File: src/rtl/carrier_nbits_ncarr_pkg.sv
// carrier_nbits_ncarr_pkg: count/mask mode enums and default widths for the multi-carrier generator
package carrier_nbits_ncarr_pkg;
  localparam int WIDTH_DEF = 16;
  localparam int EVT_WIDTH_DEF = 4;
  typedef enum logic [1:0] {CM_UP = 2'b00, CM_DOWN = 2'b01, CM_UPDOWN = 2'b10, CM_UP_ALT = 2'b11} count_mode_t;
  typedef enum logic [1:0] {MM_MIN = 2'b00, MM_MAX = 2'b01, MM_BOTH = 2'b10, MM_NONE = 2'b11} mask_mode_t;
endpackage

File: src/rtl/carrier_nbits_ncarr_channel.sv
// carrier_nbits_ncarr_channel: one carrier counter (c) with direction flag (dir), idle-loads clamped init/init_dir, counts per mode while run
module carrier_nbits_ncarr_channel
  import carrier_nbits_ncarr_pkg::*;
#(
  parameter int WIDTH = WIDTH_DEF
) (
  input  logic             clk,
  input  logic             reset,
  input  logic             run,
  input  logic [WIDTH-1:0] period,
  input  logic [WIDTH-1:0] init,
  input  logic             init_dir,
  input  count_mode_t      mode,
  output logic [WIDTH-1:0] c,
  output logic             dir
);
  logic [WIDTH-1:0] c_nxt;
  logic dir_nxt, at_top, at_bot;
  assign at_top = c >= period;
  assign at_bot = c == '0;
  always_comb begin
    c_nxt = init > period ? period : init;
    dir_nxt = mode == CM_UPDOWN ? init_dir : mode == CM_DOWN;
    if (run && mode == CM_UPDOWN) begin
      dir_nxt = dir ? !at_bot : at_top;
      c_nxt = dir_nxt ? c - WIDTH'(!at_bot) : c + WIDTH'(period != '0);
    end else if (run) begin
      c_nxt = mode == CM_DOWN ? (at_bot ? period : c - 1'b1) : (c == period ? '0 : c + 1'b1);
    end
  end
  always_ff @(posedge clk) begin
    if (reset) begin
      c <= '0;
      dir <= 1'b0;
    end else begin
      c <= c_nxt;
      dir <= dir_nxt;
    end
  end
endmodule

File: src/rtl/carrier_nbits_ncarr.sv
// carrier_nbits_ncarr: NCARR shadowed carriers (carrier/carrier_dir) with carrier-0 event decode, decimated maskevent and irq pulse
module carrier_nbits_ncarr
  import carrier_nbits_ncarr_pkg::*;
#(
  parameter int WIDTH = WIDTH_DEF,
  parameter int NCARR = 4,
  parameter int EVT_WIDTH = EVT_WIDTH_DEF
) (
  input  logic                   clk,
  input  logic                   reset,
  input  logic [WIDTH-1:0]       period,
  input  logic [NCARR*WIDTH-1:0] initcarr,
  input  logic [NCARR-1:0]       initdir,
  input  logic [EVT_WIDTH-1:0]   eventcount,
  input  logic [1:0]             countmode,
  input  logic [1:0]             maskmode,
  input  logic                   pwm_onoff,
  input  logic                   int_onoff,
  output logic [NCARR*WIDTH-1:0] carrier,
  output logic [NCARR-1:0]       carrier_dir,
  output logic                   maskevent,
  output logic                   irq
);
  logic [WIDTH-1:0] period_s, c0;
  logic [NCARR*WIDTH-1:0] initcarr_s;
  logic [NCARR-1:0] initdir_s;
  logic [EVT_WIDTH-1:0] eventcount_s, evt_cnt;
  count_mode_t countmode_s;
  mask_mode_t maskmode_s;
  logic single, run;
  assign run = pwm_onoff && !reset;
  assign c0 = carrier[WIDTH-1:0];
  assign single = run && (maskmode_s == MM_MIN ? c0 == '0 :
                          maskmode_s == MM_MAX ? c0 == period_s :
                          maskmode_s == MM_BOTH && (c0 == '0 || c0 == period_s));
  assign maskevent = single && evt_cnt == eventcount_s;
  always_ff @(posedge clk) begin
    if (reset) begin
      period_s <= '0;
      initcarr_s <= '0;
      initdir_s <= '0;
      eventcount_s <= '0;
      countmode_s <= CM_UP;
      maskmode_s <= MM_MIN;
      evt_cnt <= '0;
      irq <= 1'b0;
    end else begin
      if (!pwm_onoff || maskevent) begin
        period_s <= period;
        initcarr_s <= initcarr;
        initdir_s <= initdir;
        eventcount_s <= eventcount;
        countmode_s <= count_mode_t'(countmode);
        maskmode_s <= mask_mode_t'(maskmode);
      end
      evt_cnt <= !pwm_onoff ? '0 : single ? (maskevent ? '0 : evt_cnt + 1'b1) : evt_cnt;
      irq <= maskevent && int_onoff;
    end
  end
  for (genvar i = 0; i < NCARR; i++) begin : g_ch
    carrier_nbits_ncarr_channel #(.WIDTH(WIDTH)) u_ch (
      .clk     (clk),
      .reset   (reset),
      .run     (pwm_onoff),
      .period  (period_s),
      .init    (initcarr_s[i*WIDTH +: WIDTH]),
      .init_dir(initdir_s[i]),
      .mode    (countmode_s),
      .c       (carrier[i*WIDTH +: WIDTH]),
      .dir     (carrier_dir[i])
    );
  end
endmodule

File: config.mk
export PLATFORM = sky130hd
export DESIGN_NAME = carrier_nbits_ncarr
export DESIGN_NICKNAME = d
export VERILOG_FILES = /design/src/rtl/carrier_nbits_ncarr_pkg.sv /design/src/rtl/carrier_nbits_ncarr_channel.sv /design/src/rtl/carrier_nbits_ncarr.sv
export SDC_FILE = /design/constraint.sdc
export NUM_CORES = 1
export LEC_CHECK = 0
export ABC_AREA = 1
export CAP_MARGIN = 20
export CORE_MARGIN = 4
export CORE_UTILIZATION = 54
export CTS_BUF_LIST = sky130_fd_sc_hd__clkbuf_16
export CTS_CLUSTER_SIZE = 8
export DETAILED_ROUTE_END_ITERATION = 12
export MAX_ROUTING_LAYER = met4
export PLACE_DENSITY_LB_ADDON = 0.2
export SKIP_LAST_GASP = 1
export SLEW_MARGIN = 20
export SYNTH_ARGS = -nofsm -noshare
export SYNTH_HDL_FRONTEND = slang
export SYNTH_SLANG_ARGS = --single-unit
File: constraint.sdc
create_clock -name clk -period 3.7 [get_ports clk]
set_clock_uncertainty 0.15 [all_clocks]
set_input_delay 0.74 -clock clk [delete_from_list [all_inputs] [get_ports clk]]
set_output_delay 0.74 -clock clk [all_outputs]
set_load 0.02 [all_outputs]
==> summary by stage, run 1 <==
Floorplanning
From left edge to right edge, the die measures 186 um. The initial standard-cell utilization of the core is 55.3%. Pin placement for this block handled between 150 and 200 I/O pins. The total number of placement rows is 64. The die is around 190 um tall. The core box area is 30900 um2. The floorplan step defined a die boundary enclosing 34600 um2.

CTS
TritonCTS built the clock tree. At the later pin of the worst-skew pair, clock insertion delay measures 470 ps. The maximum level of the CTS H-tree is 4.

Buffers inserted during clock tree synthesis total 17. The clock tree root driver cell is sky130_fd_sc_hd__clkbuf_16. Clock-pin slew was measured on the worst setup and hold paths at approximately 80 ps. The buffer depth of the longest clock path is 2. The count of clock tree sinks is 165.

Worst setup path
The startpoint class of the critical path is a register. The delay of the slowest critical-path stage is 410 ps. The family with the most delay on the worst path is simple AND/OR/NAND/NOR gates. The total buffers and inverters traversed by the critical path is 5. The required time of the critical path is 3860 ps. STA puts the critical path data arrival time at between 3000 and 4000 ps. The worst setup path is of the reg -> reg kind. Among all stages on the critical path, the largest delay is contributed by sky130_fd_sc_hd__fa_2. In this run the worst path has a maximum fanout of 4. STA classifies the critical path endpoint as a register.

Timing
The number of pins with negative max-slew slack in the final report is 0. The worst max-slew margin expressed relative to the limit is 29.7%. The final critical path time including I/O delays and setup is between 3000 and 4000 ps. The maximum frequency from static timing analysis is 267 MHz. Setup repair after global routing could not meet its margin everywhere. The final setup violation count is 3. Across all setup checks in the final design, the least slack found is -40.0 ps. The number of hold-slack violations in the final timing report is 0. After layout, the worst path uses 101% of the clock period. The tightest hold path in the finished design has a slack of 347 ps. For the pin with the worst max-slew slack, the measured transition is between 1000 and 1500 ps.

GRT
The first global-routing pass estimated about 110000 um of wire. The number of global-route vias before repair came to approximately 20000. The sum of overflow across all layers after global routing is 0.

The total global-route track usage is 42.5%. The initial antenna violation count is 2. The largest net degree at the start of global routing is 77.

Yosys
Yosys instantiated no cell more often than sky130_fd_sc_hd__nand2_1. The synthesized netlist occupies a cell area of about 17000 um2. The part of the Yosys area used for sequential elements is 19.3%. The Yosys step of the flow raised 0 warnings. The number of instances in the synthesized netlist is around 2800. After synthesis, the largest area contributor takes up approximately 19% of total cell area.

For this run, the leading register cell type out of synthesis is sky130_fd_sc_hd__dfxtp_1. In this run the mean area of a mapped cell was 6.16 um2. The fraction of synthesis flops using an asynchronous set or reset pin is 0%.

The number of different library cells in the post-synthesis netlist is 46. Ranked by instance count, the synthesized netlist is headed by sky130_fd_sc_hd__nand2_1, sky130_fd_sc_hd__nand3_1, sky130_fd_sc_hd__a21oi_1. The flip-flop and latch count after synthesis is 165. In the post-synthesis netlist, the biggest area contributors are sky130_fd_sc_hd__dfxtp_1, sky130_fd_sc_hd__nand2_1, sky130_fd_sc_hd__ha_1. Synthesis produced a netlist with a net count of 3083. Yosys mapped a number of flops with a built-in enable equal to 0. The largest total area in the synthesized netlist belongs to sky130_fd_sc_hd__dfxtp_1.

Power and ir drop
The overall power is 13.9 mW. The peak supply drop is 0.434 mV. The fraction of power consumed by the clock network is between 10 and 15%. The switching component of the power is 7.00 mW. Cell internal power was estimated by the tool at 6.94 mW. The register share of total power is around 16%. Dividing total power by cell area gives a power density of between 600 and 700 nW/um2. The proportion of total power due to net switching is about half. In this run the static leakage power is about 10 nW. The logic gate share of total power is 70.1%.

Route
The routed wire length is 74800 um. The via-per-instance ratio is about 6.2. The final antenna-violating net count is 0. The average wire length per cell after detail routing is 21.2 um. After the first detailed-routing iteration, the DRC count stood at 2659. The total vias in the final route is 21800. The first TritonRoute pass finished after 6 iterations. The DRC violation count after routing is 0.

Finish
The share of post-route cells with drive strength above 1 is 15.7%. The area growth from synthesis to layout is 30.9%. At the end of the flow, the number of nets in the layout was 3413. The number of fill cells in the layout is 2526. The final standard cell utilization of the core is 72.4%. Summing all non-filler instances in the final layout gives an area of 22400 um2.

Placed design
Once placement finished, the instance area stood at 20400 um2. Buffers placed on the I/O ports in this run total 165. The final weighted congestion in routability-driven placement is 1.06. The placed wire-length estimate is 55700 um. The worst-case setup slack after placement is -123 ps.

Flow run
Max-cap violations in this run came to 0.

Run status
The flow ran to the end, but the final reports show violations. The checks that failed: setup timing.

Min path
The kind of path behind the tightest hold check is reg -> reg.
-- metal layers --
layer / part of all wire, % / wire length, um / track usage (%) / vias up
li1: - / - / - / 10000
met1: 39 / 29000 / 54.4 / 9907
met2: 42 / 31500 / 61.9 / 1507
met3: 13 / 9930 / 12.5 / 330
met4: 5.9 / 4380 / 19.1 / 0
met5: 0 / 0 / - / -
-- repair_timing --
action                                  in CTS  in global routing
setup buffers                               17                 23
hold endpoints to repair                     0                  0
resized for setup                           30                195
gates cloned                                 0                  1
hold buffers                                 0                  0
endpoints found under the setup margin      22                 46
pin swaps                                    3                 70
-- flip-flops by register name, indices dropped and copies added, names as in the netlist --
signal	flops
g_ch.u_ch.c	64
initcarr_s	64
period_s	16
eventcount_s	4
evt_cnt	4
g_ch.u_ch.dir	4
initdir_s	4
countmode_s	2
maskmode_s	2
irq	1
-- cells in the final DEF, fill, tap and decap left out, types with 137 or more instances in the layout --
master,synthesis,routed
sky130_fd_sc_hd__a21oi_1,286,265
sky130_fd_sc_hd__nor2_1,213,195
sky130_fd_sc_hd__clkdlybuf4s50_1,0,162
sky130_fd_sc_hd__buf_4,4,234
sky130_fd_sc_hd__nand3_1,312,295
sky130_fd_sc_hd__ha_1,205,172
sky130_fd_sc_hd__nand2_1,732,696
sky130_fd_sc_hd__dfxtp_1,165,157
sky130_fd_sc_hd__o21ai_0,148,137
sky130_fd_sc_hd__inv_1,276,251
-- cell type report --
class	instances	area [um2]	share of cell area (%)
diodes	4	10.0	0.0447
repair buffers	424	3800	17.0
clock inverters	15	189	0.844
multi-input cells	2216	13100	58.4
flip-flops and latches	165	3310	14.8
well taps	396	495	2.21
inverters	284	1090	4.87
clock buffers	17	425	1.90
-- metrics by stage --
| step | TNS, ps | instances |
|---|---|---|
| detailed placement | -624 | 3444 |
| global route | -3070 | 3520 |
| CTS | 0 | 3493 |
| finish | -57.1 | 3521 |
| floorplan | 0 | 2778 |
| global placement | 0 | 3444 |
-- tightest hold or removal path, stage by stage (launching register included) --
cell and delay (ps):
sky130_fd_sc_hd__dfxtp_1 320, sky130_fd_sc_hd__nand3_1 70, sky130_fd_sc_hd__a21oi_1 60
-- power groups by stage --
stage | clock (mW) | sequential, mW | combinational [mW]
after global routing | 2.03 | 2.23 | 10.6
after detailed placement | 0 | 2.23 | 8.14
final | 1.95 | 2.22 | 9.77
after floorplan | 0 | 2.42 | 4.96
after CTS | 1.95 | 2.19 | 8.29
after global placement | 0 | 2.23 | 7.95
-- kinds of logic after synthesis --
| group | Yosys count | share of synthesized area [%] |
|---|---|---|
| xor gates and xnor gates | 76 | 3.89 |
| buffers and inverters | 397 | 9.32 |
| adders and majority gates | 209 | 15.5 |
| AOI/OAI and AO/OA | 573 | 18.4 |
| and+or+nand+nor | 1358 | 33.6 |
| DFF | 165 | 19.3 |
-- worst paths after layout --
kind / from / endpoint / slack, ps / cells past startpoint
min: initcarr_s[48] / initcarr_s[48] / 350 / 2
min reg2reg: initcarr_s[48] / initcarr_s[48] / 350 / 2
max: period_s[10] / g_ch[2].u_ch.c[10] / -40 / 26
max reg2reg: period_s[10] / g_ch[2].u_ch.c[10] / -40 / 26
Note: power is estimated with default switching activity, not from simulation.
==> run 2: changes to the inputs <==
--- a/config.mk
+++ b/config.mk
@@ -13,7 +13,7 @@
 export CTS_CLUSTER_SIZE = 8
 export DETAILED_ROUTE_END_ITERATION = 12
 export MAX_ROUTING_LAYER = met4
-export PLACE_DENSITY_LB_ADDON = 0.2
+export PLACE_DENSITY = 0.83
 export SKIP_LAST_GASP = 1
 export SLEW_MARGIN = 20
 export SYNTH_ARGS = -nofsm -noshare
==> summary by stage, run 2 (synthesis gave the netlist of run 1 again) <==
GRT
The first global-routing pass estimated 111000 um of wire. The number of global-route vias before repair came to 19900. For this run, the total global-route usage over all layers was measured as a little over two fifths. The initial antenna violation count was 4. After global routing the overflow that remains totals 0.

Entering global routing, the biggest net connects 151 pins.

Power and ir drop
Across the VDD grid, the largest voltage drop is between 0.4 and 0.5 mV. Power spread over the standard cell area amounts to 610 nW/um2. Summed over all cells, the static leakage comes to about 10 nW.

Floorplanning
The overall die area is roughly 35000 um2. The die is 186 um wide. The core box area is 30900 um2. The initial standard-cell utilization of the core is 55.3%. Pin placement for this block handled between 150 and 200 I/O pins. The y dimension of the die is 186 um. The total number of placement rows is 64.

Timing
In this run the tightest slew margin relative to its limit is 29.3%. The worst setup margin is -17.2 ps. The final cycle utilization of the critical path is 100%. Counting I/O delays and the setup requirement, the final critical path takes 3720 ps. The maximum frequency from static timing analysis is 269 MHz. In the final timing run, aggregate negative setup slack is -17.2 ps. Setup repair after global routing could not meet its margin everywhere. The final setup violation count is 1. The measured slew at the worst slew-check pin is 1060 ps. The number of hold-slack violations in the final timing report is 0. The number of pins with negative max-slew slack in the final report is 0.

Route
The DRC violation count after routing is 0. The final route contains approximately 22000 vias. The pre-antenna-repair detailed-routing pass consisted of 6 iterations.

In the routed layout, each cell is associated on average with a via count of 6.23. The first routing iteration left 3084 violations. The final antenna-violating net count is 0. The routed wire length is 74600 um.

The average wire length per cell after detail routing is ~21 um.

Placed design
The quantity of I/O buffers inserted on ports is 165. Routability-driven placement finished with a final weighted congestion of about 1.1. The number of placed instances, taps included is 3425. OpenSTA, run right after detailed placement, puts the worst setup slack at -101 ps. The placed wire-length estimate is 55500 um.

Finish
The finished layout holds 3494 standard cells, fillers aside. The net count of the finished layout is 3383. The final standard cell utilization of the core is 70.9%.

Relative to the synthesized area, the layout overhead comes to 28.2%. The library cells used most frequently in the layout, excluding fill and tap cells, are sky130_fd_sc_hd__nand2_1, sky130_fd_sc_hd__nand3_1, sky130_fd_sc_hd__a21oi_1. The commonest non-fill, non-tap cell in the layout is sky130_fd_sc_hd__nand2_1.

The largest registers in the layout are g_ch.u_ch.c: 64 flops, initcarr_s: 64 flops, period_s: 16 flops. The post-route netlist has 14.1% of its cells at a drive strength greater than 1.

Worst setup path
Of all nets on the critical path, the largest fanout is 6. On the critical path the largest part of the delay comes from simple AND/OR/NAND/NOR gates. The total buffers and inverters traversed by the critical path is 3.

For the worst setup path, the data arrival time is between 3000 and 4000 ps. The endpoint kind of the worst setup timing path is a register. The critical path goes through clkinvlp_4 > ha_4 > nand2_1 > nor2_1 > and2_1 > nand2_1 > nand2_1 > nor2_1 > nand2_1 > nand2_2 > nand2_4 > buf_4 > ha_1 > a21oi_2 > buf_4 > o21bai_1 > a21oi_2 > o31ai_4 > nor2_1 > nor2_1 > a21oi_1 > a21oi_1. The startpoint class of the critical path is a register. The required time of the critical path is 3870 ps. The delay of the slowest critical-path stage is around 370 ps.

The critical path class is reg -> reg. The slowest stage of the critical path belongs to the cell sky130_fd_sc_hd__dfxtp_2.

CTS
The hold-fix buffer count after cts is 0. In this run the clock root is driven by a sky130_fd_sc_hd__clkbuf_16. The total clock buffers created by CTS is 17. The count of clock tree sinks is 165. The clock transition time at the flip-flop clock pins of the worst setup and hold paths is 80 ps.

In this run the deepest clock path goes through 2 buffers. The clock latency on the worst-skew pair is 480 ps. TritonCTS built the clock tree. The H-tree was split into 4 levels.

Run status
The run finished, with violations left. The final reports fail on setup timing.

Min path
The kind of path behind the tightest hold check is reg -> reg.

Flow run
The count of maximum capacitance violations is 0.
run 2: cell types whose count changed in the layout (fill, tap and decap cells not counted), sizes merged:
cell      delta
buf         -29
clkbuf       -1
inv          -2
diode        +3
clkinvlp     +2
run 2: final timing paths:
| path | from | end | slack (ps) | cells after the start |
|---|---|---|---|---|
| setup / recovery | period_s[2] | g_ch[2].u_ch.c[9] | -20 | 22 |
| hold / removal | initdir_s[1] | initdir_s[1] | 340 | 2 |
| setup reg to reg | period_s[2] | g_ch[2].u_ch.c[9] | -20 | 22 |
| hold reg to reg | initdir_s[1] | initdir_s[1] | 340 | 2 |
run 2: cell type report:
class / instances / area, um2
antenna: 7 / 17.5
clock buffer: 17 / 425
clock inverter: 15 / 208
fill: 2653 / 8980
inverter: 284 / 1090
multi-input combinational: 2216 / 12900
sequential: 165 / 3320
tap: 396 / 495
timing repair buffer: 394 / 3510
run 2: power by group:
part	switching (mW)	leakage, nW	internal [mW]
clock	0.972	0.303	1.04
sequential	0.255	1.36	1.97
combinational	5.59	8.57	3.55
total	6.82	10.2	6.56
run 2: worst reg2reg max path, cell delays in order, from the launching register on:
cell and delay (ps):
sky130_fd_sc_hd__dfxtp_2 370, sky130_fd_sc_hd__clkinvlp_4 220, sky130_fd_sc_hd__ha_4 280, sky130_fd_sc_hd__nand2_1 90, sky130_fd_sc_hd__nor2_1 70, sky130_fd_sc_hd__and2_1 150
sky130_fd_sc_hd__nand2_1 90, sky130_fd_sc_hd__nand2_1 80, sky130_fd_sc_hd__nor2_1 120, sky130_fd_sc_hd__nand2_1 110, sky130_fd_sc_hd__nand2_2 120, sky130_fd_sc_hd__nand2_4 80
sky130_fd_sc_hd__buf_4 160, sky130_fd_sc_hd__ha_1 370, sky130_fd_sc_hd__a21oi_2 180, sky130_fd_sc_hd__buf_4 120, sky130_fd_sc_hd__o21bai_1 80, sky130_fd_sc_hd__a21oi_2 200
sky130_fd_sc_hd__o31ai_4 100, sky130_fd_sc_hd__nor2_1 100, sky130_fd_sc_hd__nor2_1 60, sky130_fd_sc_hd__a21oi_1 170, sky130_fd_sc_hd__a21oi_1 100
run 2: metal layers:
layer / global-route usage [%] / share of wire (%) / vias up
li1: - / - / 9965
met1: 56.3 / 40 / 9995
met2: 59.5 / 41 / 1481
met3: 11.6 / 13 / 315
met5: - / 0 / -
met4: 21.6 / 6.0 / 0
run 2: what timing repair did:
| action | 4_1_cts | 5_1_grt |
|---|---|---|
| buffers inserted | 8 | 22 |
| setup endpoints to repair | 23 | 73 |
| pin swaps | 1 | 61 |
| resized for setup | 14 | 166 |
run 2: per-stage QoR:
stage / power (mW) / hold slack [ps] / area (um2)
6_report: 13.4 / 339 / 21900
5_1_grt: 14.2 / 368 / 21900
4_1_cts: 12.3 / 339 / 21100
3_5_place_dp: 10.2 / 328 / 20300
3_3_place_gp: 10.1 / 327 / 20300
2_1_floorplan: 7.38 / 312 / 17100
